<file path="src/rtl/param_sync_fifo.sv">
// Single-clock FIFO with registered read data, occupancy count,
// registered status flags and sticky overflow/underflow flags.
//
// Ports:
//   clk, rst_n          clock, async active-low reset
//   flush               sync clear of contents and error flags
//   write_enb, datain   write request and data
//   read_enb            read request
//   dataout, rd_valid   registered read data, one-cycle valid pulse
//   count               occupancy 0..DEPTH
//   full, empty         status flags
//   almost_full         count >= AF_LEVEL
//   almost_empty        count <= AE_LEVEL
//   overflow, underflow sticky error flags
module param_sync_fifo #(
  parameter int DATA_W   = 4,
  parameter int DEPTH    = 16,
  parameter int AF_LEVEL = DEPTH - 2,
  parameter int AE_LEVEL = 2
) (
  input  logic              clk,
  input  logic              rst_n,
  input  logic              flush,
  input  logic              write_enb,
  input  logic              read_enb,
  input  logic [DATA_W-1:0] datain,
  output logic [DATA_W-1:0] dataout,
  output logic              rd_valid,
  output logic [$clog2(DEPTH):0] count,
  output logic              full,
  output logic              empty,
  output logic              almost_full,
  output logic              almost_empty,
  output logic              overflow,
  output logic              underflow
);

  localparam int AW = $clog2(DEPTH);
  localparam int CW = AW + 1;

  logic [DATA_W-1:0] mem [DEPTH];
  logic [AW-1:0]     wr_ptr;
  logic [AW-1:0]     rd_ptr;
  logic [CW-1:0]     count_nxt;
  logic              rd_acc;
  logic              wr_acc;

  // A read frees a slot in the same cycle, so a full FIFO can
  // still accept a write when a read is accepted alongside it.
  assign rd_acc = read_enb && !empty;
  assign wr_acc = write_enb && (!full || rd_acc);

  always_comb begin
    count_nxt = count;
    if (flush)
      count_nxt = '0;
    else if (wr_acc && !rd_acc)
      count_nxt = count + CW'(1);
    else if (rd_acc && !wr_acc)
      count_nxt = count - CW'(1);
  end

  // Storage carries no reset; entries beyond count are stale.
  always_ff @(posedge clk) begin
    if (wr_acc && !flush)
      mem[wr_ptr] <= datain;
  end

  always_ff @(posedge clk or negedge rst_n) begin
    if (!rst_n) begin
      wr_ptr       <= '0;
      rd_ptr       <= '0;
      count        <= '0;
      dataout      <= '0;
      rd_valid     <= 1'b0;
      full         <= 1'b0;
      empty        <= 1'b1;
      almost_full  <= 1'b0;
      almost_empty <= 1'b1;
      overflow     <= 1'b0;
      underflow    <= 1'b0;
    end else begin
      count        <= count_nxt;
      full         <= (count_nxt == CW'(DEPTH));
      empty        <= (count_nxt == '0);
      almost_full  <= (count_nxt >= CW'(AF_LEVEL));
      almost_empty <= (count_nxt <= CW'(AE_LEVEL));
      if (flush) begin
        wr_ptr    <= '0;
        rd_ptr    <= '0;
        rd_valid  <= 1'b0;
        overflow  <= 1'b0;
        underflow <= 1'b0;
      end else begin
        rd_valid <= rd_acc;
        if (wr_acc)
          wr_ptr <= wr_ptr + AW'(1);
        if (rd_acc) begin
          dataout <= mem[rd_ptr];
          rd_ptr  <= rd_ptr + AW'(1);
        end
        if (write_enb && !wr_acc)
          overflow <= 1'b1;
        if (read_enb && empty)
          underflow <= 1'b1;
      end
    end
  end

endmodule

</file>
<file path="config.mk">
export PLATFORM = sky130hd
export DESIGN_NAME = param_sync_fifo
export DESIGN_NICKNAME = d
export VERILOG_FILES = /design/src/rtl/param_sync_fifo.sv
export SDC_FILE = /design/constraint.sdc
export NUM_CORES = 1
export LEC_CHECK = 0
export BUFFER_PORTS_ARGS = -buffer_cell sky130_fd_sc_hd__buf_2
export CAP_MARGIN = 20
export CORE_MARGIN = 8
export CORE_UTILIZATION = 60
export CTS_CLUSTER_SIZE = 14
export DETAILED_ROUTE_END_ITERATION = 8
export PLACE_DENSITY = 0.78
export SETUP_SLACK_MARGIN = 0.1
export SYNTH_ARGS = -nofsm -noshare
export SYNTH_HDL_FRONTEND = slang
export SYNTH_SLANG_ARGS = --single-unit
export TNS_END_PERCENT = 5
</file>
<file path="constraint.sdc">
create_clock -name clk -period 3.75 [get_ports clk]
set_input_delay 0.5625 -clock clk [delete_from_list [all_inputs] [get_ports clk]]
set_output_delay 0.5625 -clock clk [all_outputs]
set_load 0.05 [all_outputs]
</file>
After elaboration in Yosys (flattened, before gate mapping). Memories as Yosys holds them, arrays and structs flattened. A register that Yosys moved wholly into a read port is not among the register bits. Index checks and enable logic that the tools add are counted.

ROM bits: 0. Bits of input ports: 9. Bits in writable memories: 64. Output and inout port bits: 16. Memories kept: 1. Register bits: 20. Latch bits: 0. Word-level logic and storage cells: 53.

Equality and inequality tests: 1. Add/sub/neg operators: 4. Reductions and logical operators: 20. Magnitude comparators: 2. Shifts and indexed selects: 0. Divide/modulo/power cells: 0. Multiply operators: 0. Muxes and demuxes: 14. Bitwise gates (word level): 1.

Memories: mem (depth 16, width 4, read ports 1, clocked after Yosys merged registers in 1, write ports 1, RTL line 41) `logic [DATA_W-1:0] mem [DEPTH];`.

Operator list (number): $mux W4 (4); $mux W5 (3); $add A4 B1 Y4 const B (2); $reduce_bool A2 Y1 (4); $logic_and A1 B1 Y1 (7); $mux W1 (7); $logic_not A1 Y1 (6); $add A5 B1 Y5 const B (1); $eq A5 B5 Y1 const B (1); $ge A5 B4 Y1 const B (1); $le A5 B2 Y1 const B (1); $logic_not A5 Y1 (1); $sub A5 B1 Y5 const B (1); $reduce_and A2 Y1 (1); $logic_or A1 B1 Y1 (1); $not A1 Y1 (1).

Longest topological paths before layout. Gate-level depths: netlist of the first run.

Depth in word-level cells: 10. Gate-level depth with buffers: 7. Mapped depth without buffers: 7.

Worst setup path before layout of the first run. OpenSTA, ideal clock, no wires.

Kind: reg-to-reg. Start: register count[0]. End: register almost_empty. Data required time: 3651 ps. Buffers on the path: 0. Period minus slack after synthesis: 2103 ps. Arrival: 2003 ps. Setup slack: 1647 ps. Setup time: 99 ps. Cell stages (with the launch flop): 7. Path through: dfrtp_1 -> ha_1 -> and3b_1 -> and4_1 -> a31oi_1 -> mux2_4 -> a2111oi_4.

Longest elaborated chain between the ends: 5. Elaborated cells on any way between the ends: 6.

Ends and longest elaborated chain: start, declared (RTL line 29) `output logic [$clog2(DEPTH):0] count,`; start signal, assigned (RTL line 83) `count <= count_nxt;`; $sub A5 B1 Y5 (RTL line 60) `count_nxt = count - CW'(1);`; $mux W5 (RTL line 59) `else if (rd_acc && !wr_acc)`; $mux W5 * (RTL line 57) `else if (wr_acc && !rd_acc)`; $mux W5 * (RTL line 55) `if (flush)`; net count_nxt[4] (RTL line 44) `logic [CW-1:0] count_nxt;`; $le A5 B2 Y1 * (RTL line 87) `almost_empty <= (count_nxt <= CW'(AE_LEVEL));`; end signal, assigned (RTL line 87); end, declared (RTL line 33) `output logic almost_empty,`.

Mark *: on every way through the listed nets, which the timed path passes. The rest lies on a longest branch. A chain may end at the register's enable or synchronous reset.

Worst setup path after layout of the first run.
Start: register empty. End: memory mem[3][1], enable pin.

Longest elaborated chain between the ends: 7.

Ends and longest elaborated chain: start, declared (RTL line 31) `output logic empty,`; start signal, assigned (RTL line 85) `empty <= (count_nxt == '0);`; $logic_not A1 Y1 (RTL line 50) `assign rd_acc = read_enb && !empty;`; $logic_and A1 B1 Y1 (RTL line 50); $logic_or A1 B1 Y1 (RTL line 51) `assign wr_acc = write_enb && (!full || rd_acc);`; $logic_and A1 B1 Y1 (RTL line 51); $logic_and A1 B1 Y1 (RTL line 65) `if (wr_acc && !flush)`; $mux W1 (RTL line 65); $mux W1 (implied by the code) (RTL line 66) `mem[wr_ptr] <= datain;`; end, declared (RTL line 41).

No other way between the ends.

==> results.ini, run 1 <==
[status]
status = completed

[routing]
drc = 0
drt-pass1-iter-count = 4
drt_iter0_drc = 98
ant_nets = 0
vias_per_cell = 5.81
wl_per_cell_um = 19.4
wirelength_um = 6920
vias = 2073

[yosys]
synth_top_area_cell = edfxtp_1
postSynth.asyncResetShare_pct = 27.3
synth_area_per_cell_um2 = 15.2
synthFlopType = edfxtp_1
syn-num-nets = 266
ys_warn_count = 0
synth_edf_count = 64
ys_seq_area_share_pct = 66.4
synth_seq_cells = 88
netlist_area_um2 = 3800
synth_cell_types = 43
synthCells = 250
synth_area_leaders = edfxtp_1 51%, dfrtp_1 14%, mux4_2 8.3%, mux2i_1 2.4%, ha_1 2.3%
synth_top_cell_area_share_pct = 50.5

[cts]
clk_pin_slew_ns = 0.08
postCtsSetupRepairBufs = 0
cts_buffer_depth = 2
cts_hold_buf = 0
clk_latency_ns = 0.34
htreeDepth = 3
clkSinkCount = 88
cts_tree = yes
clockRootBuffer = clkbuf_8
cts_buffers = 9
cts_resized = 0

[worst_hold_path]
hold_class = in -> async

[power]
p_switching_mw = 0.749
seqPwrFrac_pct = 48.7
power_density_nw_per_um2 = 582
power_frac_comb_pct = 23.3
leakage_nw = 1.56
ir_worst_vdd_v = 0.000385
swShare_pct = 30.7
p_clk_share_pct = 28.0
internal_power_mw = 1.69
finalPower_mw = 2.44

[grt]
grt.total_usage_pct = 17.0
grt_max_degree = 25
grt_pass1_wl_um = 11300
antenna_found_initial = 0
first_global_vias = 2295
grt-ovfl-total = 0

[worst_setup_path]
end_kind = register
critPathLaunchType = register
path_max_fanout = 9
required_ns = 3.73
critical_path_class = reg -> reg
critPathArrivalTime_ns = 2.20

[job]
maxCapViolCount = 0

[finish]
insertedDiodeCount = 0
nNetsFinal = 291
post_route_cells_drive_above_1_share_pct = 23.2
final_cell_mix = 64 x edfxtp_1, 24 x buf_2, 22 x dfrtp_1, 20 x nor2_1, 14 x mux4_2
synthToLayoutAreaGrowth_pct = 10.3
final_common_cell = edfxtp_1

[timing]
max-slew-margin-rel_pct = 40.6
hold_viol = 0
setup_slack_ns = 1.53
holdWs_ns = 0.202
setup_viol = 0
finalMaxSlewViolations = 0
fin_tns_setup_ns = 0
worst_pin_slew_ns = 0.890
fmax_mhz = 450
finalCriticalPeriod_ns = 2.22
rsz0062_at_grt = false
post-route-period-util_pct = 59.3
skew_ns = 0.00511

[floorplanning]
coreArea_um2 = 6240
rows = 29
dieArea_um2 = 9150
die_h_um = 95.6
start_util_pct = 61.0
io_pins = 25
die_width_um = 95.6

[place]
place.gp.congestion = 0.817
dp_slack_ns = 1.33
dp_hpwl_um = 4890
io_buffers = 24

==> layer usage <==
| layer | wire, um | track usage, % |
|---|---|---|
| met4 | 205 | 10.2 |
| met5 | 0 | 0 |
| met3 | 369 | 4.57 |
| met1 | 2770 | 19.0 |
| met2 | 3570 | 28.7 |
==> state kept, by name, indices dropped and copies added (netlist names) <==
name,flops
rd_valid,1
almost_empty,1
dataout,4
count,5
wr_ptr,4
overflow,1
full,1
underflow,1
mem,64
empty,1
rd_ptr,4
almost_full,1
==> worst max-delay path: stages (launching register included) <==
cell and delay [ns]:
dfstp_2 0.39, nand2b_1 0.29, a21boi_2 0.41, nand2_1 0.18
nor4_1 0.59
==> final cells by class <==
class,count,area [um^2]
timing repair buffer,26,135
clock inverter,2,35.0
multi-input combinational,140,1180
clock buffer,14,183
sequential,88,2520
tap,77,96.3
inverter,10,37.5
fill,437,2040
==> worst paths after layout <==
path	to	slack (ns)	startpoint	depth (start not counted)
max	mem[3][1]	1.53	empty	4
min	count[4]	0.20	rst_n	1
max reg2reg	mem[3][1]	1.53	empty	4
min reg2reg	dataout[2]	0.47	dataout[2]	2
max in group asynchronous	almost_empty	3.18	rst_n	1
min in group clk	dataout[2]	0.47	dataout[2]	2
==> power groups by stage <==
stage                     logic (mW)  registers, mW  clock network [mW]
after global placement         0.564           1.21                   0
final                          0.569           1.19               0.684
after CTS                      0.577           1.19               0.694
after floorplan                0.289           1.36                   0
after detailed placement       0.574           1.21                   0
after global routing           0.617           1.20               0.734
==> synth_stat cells, types with 2 or more instances <==
library cell,n
nand3b_1,2
buf_1,2
dfstp_2,2
a31oi_1,4
a21oi_1,6
dfrtp_1,22
xnor2_1,2
nand2_1,11
edfxtp_1,64
mux4_2,14
clkbuf_1,4
nand3_1,3
or3_1,3
inv_1,9
buf_2,4
nor3_1,4
ha_1,7
buf_4,2
and2_1,12
nand4_1,9
nor2_1,20
nand2b_1,8
mux2i_1,9
nor4_1,2
xor2_1,5
nor2b_1,3
==> stage by stage <==
stage	cell area, um^2	utilization (%)	std cells
after detailed placement	3980	63.8	341
after global routing	4200	67.2	357
final	4200	67.2	357
after floorplan	3800	-	250
after global placement	3980	63.8	341
after CTS	4200	67.2	357
==> kinds of logic (layout without fill, tap and decap cells) <==
logic type	count (synthesis)	after routing	synth area share, %
AO/OA/AOI/OAI	16	16	3.35
buffers and inverters	22	52	2.50
flip-flops	88	88	66.4
AND/OR/NAND/NOR	85	85	12.5
XOR/XNOR	7	7	1.61
multiplexers	25	25	11.3
adder cells (fa/ha/maj)	7	7	2.30
(Power assumes the default switching activity.)
==> run 2: changes to the inputs <==
- ABC_AREA: unset -> 1
- clock period: 3.75 -> 2.3 ns (I/O delays scaled with it)
==> run 2 against run 1 <==
Critical path depth increased by 1. Combinational power increased by 86%. Wire length increased by 23%. Core utilization increased by 1.3 points. Clock power increased by 67%. Total power increased by 67%. Cell count increased by 42%. Cell area increased by 4.4%. Sequential cell count unchanged. Synthesized cell count increased by 60%. Non-clock buffer count increased by 1. Sequential share of layout area decreased by 2.5 points. Largest cell class unchanged.
==> results.ini, run 2 <==
[finish]
insertedDiodeCount = 0
registers.top_by_ff_count = mem
top_regs = mem: 64 flops, count: 5 flops
final_cell_mix = 134 x nand2_1, 64 x edfxtp_1, 59 x nand3_1, 25 x inv_1, 24 x buf_2
largest_reg_flops = 64
fin_cells = 507
final_common_cell = nand2_1
final_util_pct = 68.6
nNetsFinal = 441
post_route_cells_drive_above_1_share_pct = 15.3
synthToLayoutAreaGrowth_pct = 9.55

[timing]
holdWs_ns = 0.294
worst_pin_slew_ns = 0.605
fmax_mhz = 547
setup_viol = 0
max-slew-margin-rel_pct = 59.4
post-route-period-util_pct = 79.5
fin_tns_setup_ns = 0
finalMaxSlewViolations = 0
finalCriticalPeriod_ns = 1.83
skew_ns = 0.00733
rsz0062_at_grt = false
hold_viol = 0

[power]
p_switching_mw = 1.36
ir_worst_vdd_v = 0.000817
power_density_nw_per_um2 = 930
p_clk_share_pct = 28.0
finalPower_mw = 4.07
power_frac_comb_pct = 25.9
internal_power_mw = 2.71
seqPwrFrac_pct = 46.1
swShare_pct = 33.4
leakage_nw = 1.86

[grt]
grt-ovfl-total = 0
use_met3_pct = 4.84
met2_usage_pct = 30.9
grt_pass1_wl_um = 14200
grt.total_usage_pct = 18.9
first_global_vias = 2908
grt_max_degree = 36
antenna_found_initial = 0
busiest_layer = met2
grt_use_met1_pct = 22.6

[yosys]
synth.most_common_cell = nand2_1
postSynth.asyncResetShare_pct = 27.3
synth_edf_count = 64
syn-num-nets = 417
synth_top_cell_area_share_pct = 48.1
netlist_top_cells_count = 134 x nand2_1, 64 x edfxtp_1, 59 x nand3_1
synth_cell_types = 29
synth_area_leaders = edfxtp_1 48%, dfrtp_1 14%, nand2_1 13%, nand3_1 7.4%, inv_1 2.3%
synth_area_per_cell_um2 = 9.97
ys_warn_count = 0
synthCells = 401
ys_seq_area_share_pct = 63.2
synth_seq_cells = 88
synthFlopType = edfxtp_1
synth_top_area_cell = edfxtp_1
netlist_area_um2 = 4000

[routing]
wirelength_um = 8520
wl_per_cell_um = 16.8
ant_nets = 0
drc = 0
drt-pass1-iter-count = 5
vias_per_cell = 5.65
vias = 2866
drt_iter0_drc = 252

[worst_setup_path]
crit_family = simple AND/OR/NAND/NOR gates
critical_path_class = reg -> reg
cp_cell_sequence = nor2_4, o21ai_2, nor2_2, inv_2, nor3_1
path_buf_inv = 1
required_ns = 2.29
path_max_fanout = 8
cp_slowest_cell = nor3_1
critPathLaunchType = register
cpPeakStageDelay_ns = 0.49
end_kind = register
critPathArrivalTime_ns = 1.82

[floorplanning]
die_width_um = 97.6
die_h_um = 97.6
coreArea_um2 = 6390
start_util_pct = 62.6
dieArea_um2 = 9530
rows = 29
io_pins = 25

[place]
io_buffers = 24
dp_hpwl_um = 5920
place.gp.congestion = 0.804
dp.cells = 490

[cts]
cts_buffers = 9
htreeDepth = 3
cts_tree = yes
clk_pin_slew_ns = 0.08
cts_resized = 0
cts_buffer_depth = 2
clk_latency_ns = 0.35
cts_hold_buf = 1
clkSinkCount = 88
postCtsSetupRepairBufs = 0
clockRootBuffer = clkbuf_8

[job]
maxCapViolCount = 0

[worst_hold_path]
hold_class = in -> reg

[status]
status = completed

## run 2: changes by cell type after synthesis, moves of 8 or more
| cell | before | now |
|---|---|---|
| and2_1 | 12 | 0 |
| inv_1 | 9 | 25 |
| nand3_1 | 3 | 59 |
| nand2b_1 | 8 | 0 |
| mux2i_1 | 9 | 0 |
| mux4_2 | 14 | 0 |
| nor3_1 | 4 | 14 |
| nand2_1 | 11 | 134 |
## run 2: logic make-up (layout without fill, tap and decap cells)
kind of cell	Yosys count	after routing	share of synthesized area (%)
buffers and inverters	47	76	4.94
flip-flops	88	88	63.2
AND/OR/NAND/NOR	240	240	27.0
adder cells (fa/ha/maj)	7	7	2.19
AO/OA/AOI/OAI	19	19	2.69
## run 2: cell type report
cell class / instances / area (um^2)
Tap cell: 77 / 96.3
Fill cell: 477 / 2010
Multi-Input combinational cell: 266 / 1270
Clock inverter: 3 / 65.1
Clock buffer: 13 / 149
Timing Repair Buffer: 27 / 145
Inverter: 33 / 124
Sequential cell: 88 / 2520
## run 2: power by group through the flow
stage,Clock [mW],Combinational (mW),Sequential [mW]
after floorplan,0,0.535,2.17
after global placement,0,1.04,1.91
after detailed placement,0,1.05,1.91
after CTS,1.15,1.06,1.88
after global routing,1.22,1.17,1.89
final,1.14,1.06,1.88
## run 2: final timing paths
path	slack [ns]	to	cells past startpoint	start
min in group asynchronous	0.50	dataout[1]	2	rst_n
worst max-delay path	0.47	mem[13][2]	5	empty
worst min-delay path	0.29	underflow	2	flush
worst min register to register	0.48	dataout[2]	2	dataout[2]
max in group asynchronous	1.43	empty	2	rst_n
worst max register to register	0.47	mem[13][2]	5	empty
## run 2: stage by stage
step | setup slack (ns) | cell area [um^2]
after floorplan | 0.479 | 4000
after global placement | 0.455 | 4160
after detailed placement | 0.369 | 4160
after CTS | 0.468 | 4380
after global routing | 0.356 | 4380
final | 0.473 | 4380
## run 2: metal layers
layer  vias up  wire [um]
li1       1387          -
met1      1359       3660
met2        95       4110
met3        25        493
met4         0        247
met5         -          0
==> run 3: changes to the inputs <==
- ABC_AREA: 1 -> 0
- CORE_UTILIZATION: 60 -> 54
- PLACE_DENSITY: 0.78 -> 0.74
- clock period: 2.3 -> 1.5 ns (I/O delays scaled with it)
==> run 3 against run 2 <==
The flow now finishes with violations (negative setup slack). Cell area rose by 9.3%. Total power rose by 66%. Core utilization rose by 1.8 points. Sequential cell count did not move. Setup slack got worse by 0.77 ns. Global-route usage fell by 1.6 points. Critical path depth rose by 2.
==> results.ini, run 3 (same netlist as run 1, synthesis figures left out) <==
[floorplanning]
dieArea_um2 = 9990
rows = 30
io_pins = 25
start_util_pct = 56.0
die_width_um = 99.9
die_h_um = 99.9
coreArea_um2 = 6790

[grt]
grt_use_met1_pct = 21.0
use_met3_pct = 4.36
grt.total_usage_pct = 17.3
met2_usage_pct = 28.2
grt-ovfl-total = 0
busiest_layer = met2
grt_pass1_wl_um = 13100
antenna_found_initial = 0
grt_max_degree = 25
first_global_vias = 2506

[routing]
drc = 0
ant_nets = 0
wirelength_um = 8070
vias = 2337
vias_per_cell = 5.59
wl_per_cell_um = 19.3
drt_iter0_drc = 102
drt-pass1-iter-count = 4

[timing]
finalMaxSlewViolations = 0
setup_viol = 76
setup_slack_ns = -0.298
finalCriticalPeriod_ns = 1.80
worst_pin_slew_ns = 0.561
fmax_mhz = 556
skew_ns = 0.0127
hold_viol = 0
max-slew-margin-rel_pct = 62.6
post-route-period-util_pct = 120
rsz0062_at_grt = true
holdWs_ns = 0.184
fin_tns_setup_ns = -10.41

[worst_setup_path]
cp_cell_sequence = inv_1, ha_1, and4bb_2, a21oi_2, xor2_2, nor2_2, nor4b_2
cpPeakStageDelay_ns = 0.39
end_kind = register
crit_path_end = full
rr_endpoint = full
timing.rr.start = count[1]
critical_path_class = reg -> reg
path_max_fanout = 4
rr_worst_depth = 7
cp_slowest_cell = dfrtp_2
required_ns = 1.78
critPathLaunch = count[1]
critPathLaunchType = register
r2r_setup_slack_ns = -0.30
critPathArrivalTime_ns = 2.07

[place]
io_buffers = 24
dp_hpwl_um = 5410
place.gp.congestion = 0.829

[status]
violations = negative setup slack
status = finished with violations

[cts]
clockRootBuffer = clkbuf_8
htreeDepth = 3
clkSinkCount = 88
cts_buffer_depth = 2
clk_latency_ns = 0.37
cts_buffers = 9
cts_tree = yes
clk_pin_slew_ns = 0.10

[finish]
insertedDiodeCount = 0
post_route_cells_drive_above_1_share_pct = 46.9
final_util_pct = 70.4
seq_area_um2 = 2530
final_common_cell = edfxtp_1
synthToLayoutAreaGrowth_pct = 25.7
nNetsFinal = 333
final_cell_mix = 64 x edfxtp_1, 38 x buf_4, 18 x buf_2, 17 x nor2_1, 17 x dfrtp_1
largest_reg_flops = 64
n_fill_cell = 430
registers.top_by_ff_count = mem
multiInputGateArea_um2 = 1350
top_regs = mem: 64 flops, count: 5 flops

[power]
ir_worst_vdd_v = 0.00103
leakage_nw = 1.81
power_density_nw_per_um2 = 1410

[worst_hold_path]
hold_class = in -> reg
holdPathStages = 3

[job]
maxCapViolCount = 0

==> run 3: changes by cell type in the layout (fill, tap and decap cells not counted), moves of 8 or more <==
| cell | before | now |
|---|---|---|
| nand3_1 | 59 | 3 |
| nor3_1 | 14 | 2 |
| buf_4 | 2 | 38 |
| nand2_1 | 134 | 9 |
| and2_2 | 0 | 8 |
| inv_1 | 25 | 7 |
| mux4_2 | 0 | 14 |
==> run 3: how the worst min path moves through the flow <==
stage,slack [ns],start,endpoint
after global routing,0.17,read_enb,underflow
after global placement,0.23,rst_n,dataout[3]
final,0.18,read_enb,underflow
after detailed placement,0.24,rst_n,dataout[1]
after CTS,0.15,read_enb,underflow
after floorplan,-0.07,rst_n,almost_full
==> run 3: timing repair <==
item,in CTS,in global routing
endpoints found under the hold margin,22,0
pin swaps,5,3
endpoints found under the setup margin,83,84
setup buffers,4,2
hold buffers,1,0
gates resized for setup,44,20
==> run 3: layout make-up <==
cell class	instances	share of cell area (%)
clock buffers	9	2.59
clock inverters	7	1.73
inverters	10	0.785
multi-input cells	140	28.2
flip-flops and latches	88	52.9
well taps	96	2.51
repair buffers	68	11.2
==> run 3: critical path: cells and delay by family, from the launching register on <==
kind / cells / cell delay (ns)
fa+ha+maj: 1 / 0.24
buf+inv: 1 / 0.08
flops: 1 / 0.39
xor+xnor: 1 / 0.21
simple gates: 3 / 0.63
compound gates: 1 / 0.16
==> run 3: power by group <==
part	internal (mW)	switching, mW
Sequential	2.80	0.111
Combinational	0.913	1.21
Clock	0.798	0.908
==> run 3: layer usage <==
layer / vias up / part of all wire (%)
li1: 1069 / -
met2: 75 / 51
met3: 13 / 5.5
met1: 1180 / 41
met4: 0 / 1.9
met5: - / 0
==> run 3: metrics by stage <==
stage | setup slack (ns) | instance area [um^2] | std cells | total power [mW]
floorplan | -0.471 | 3850 | 250 | 4.16
global placement | -0.267 | 4330 | 395 | 4.72
detailed placement | -0.295 | 4330 | 395 | 4.76
CTS | -0.249 | 4690 | 416 | 6.64
global route | -0.364 | 4780 | 418 | 7.01
finish | -0.298 | 4780 | 418 | 6.74
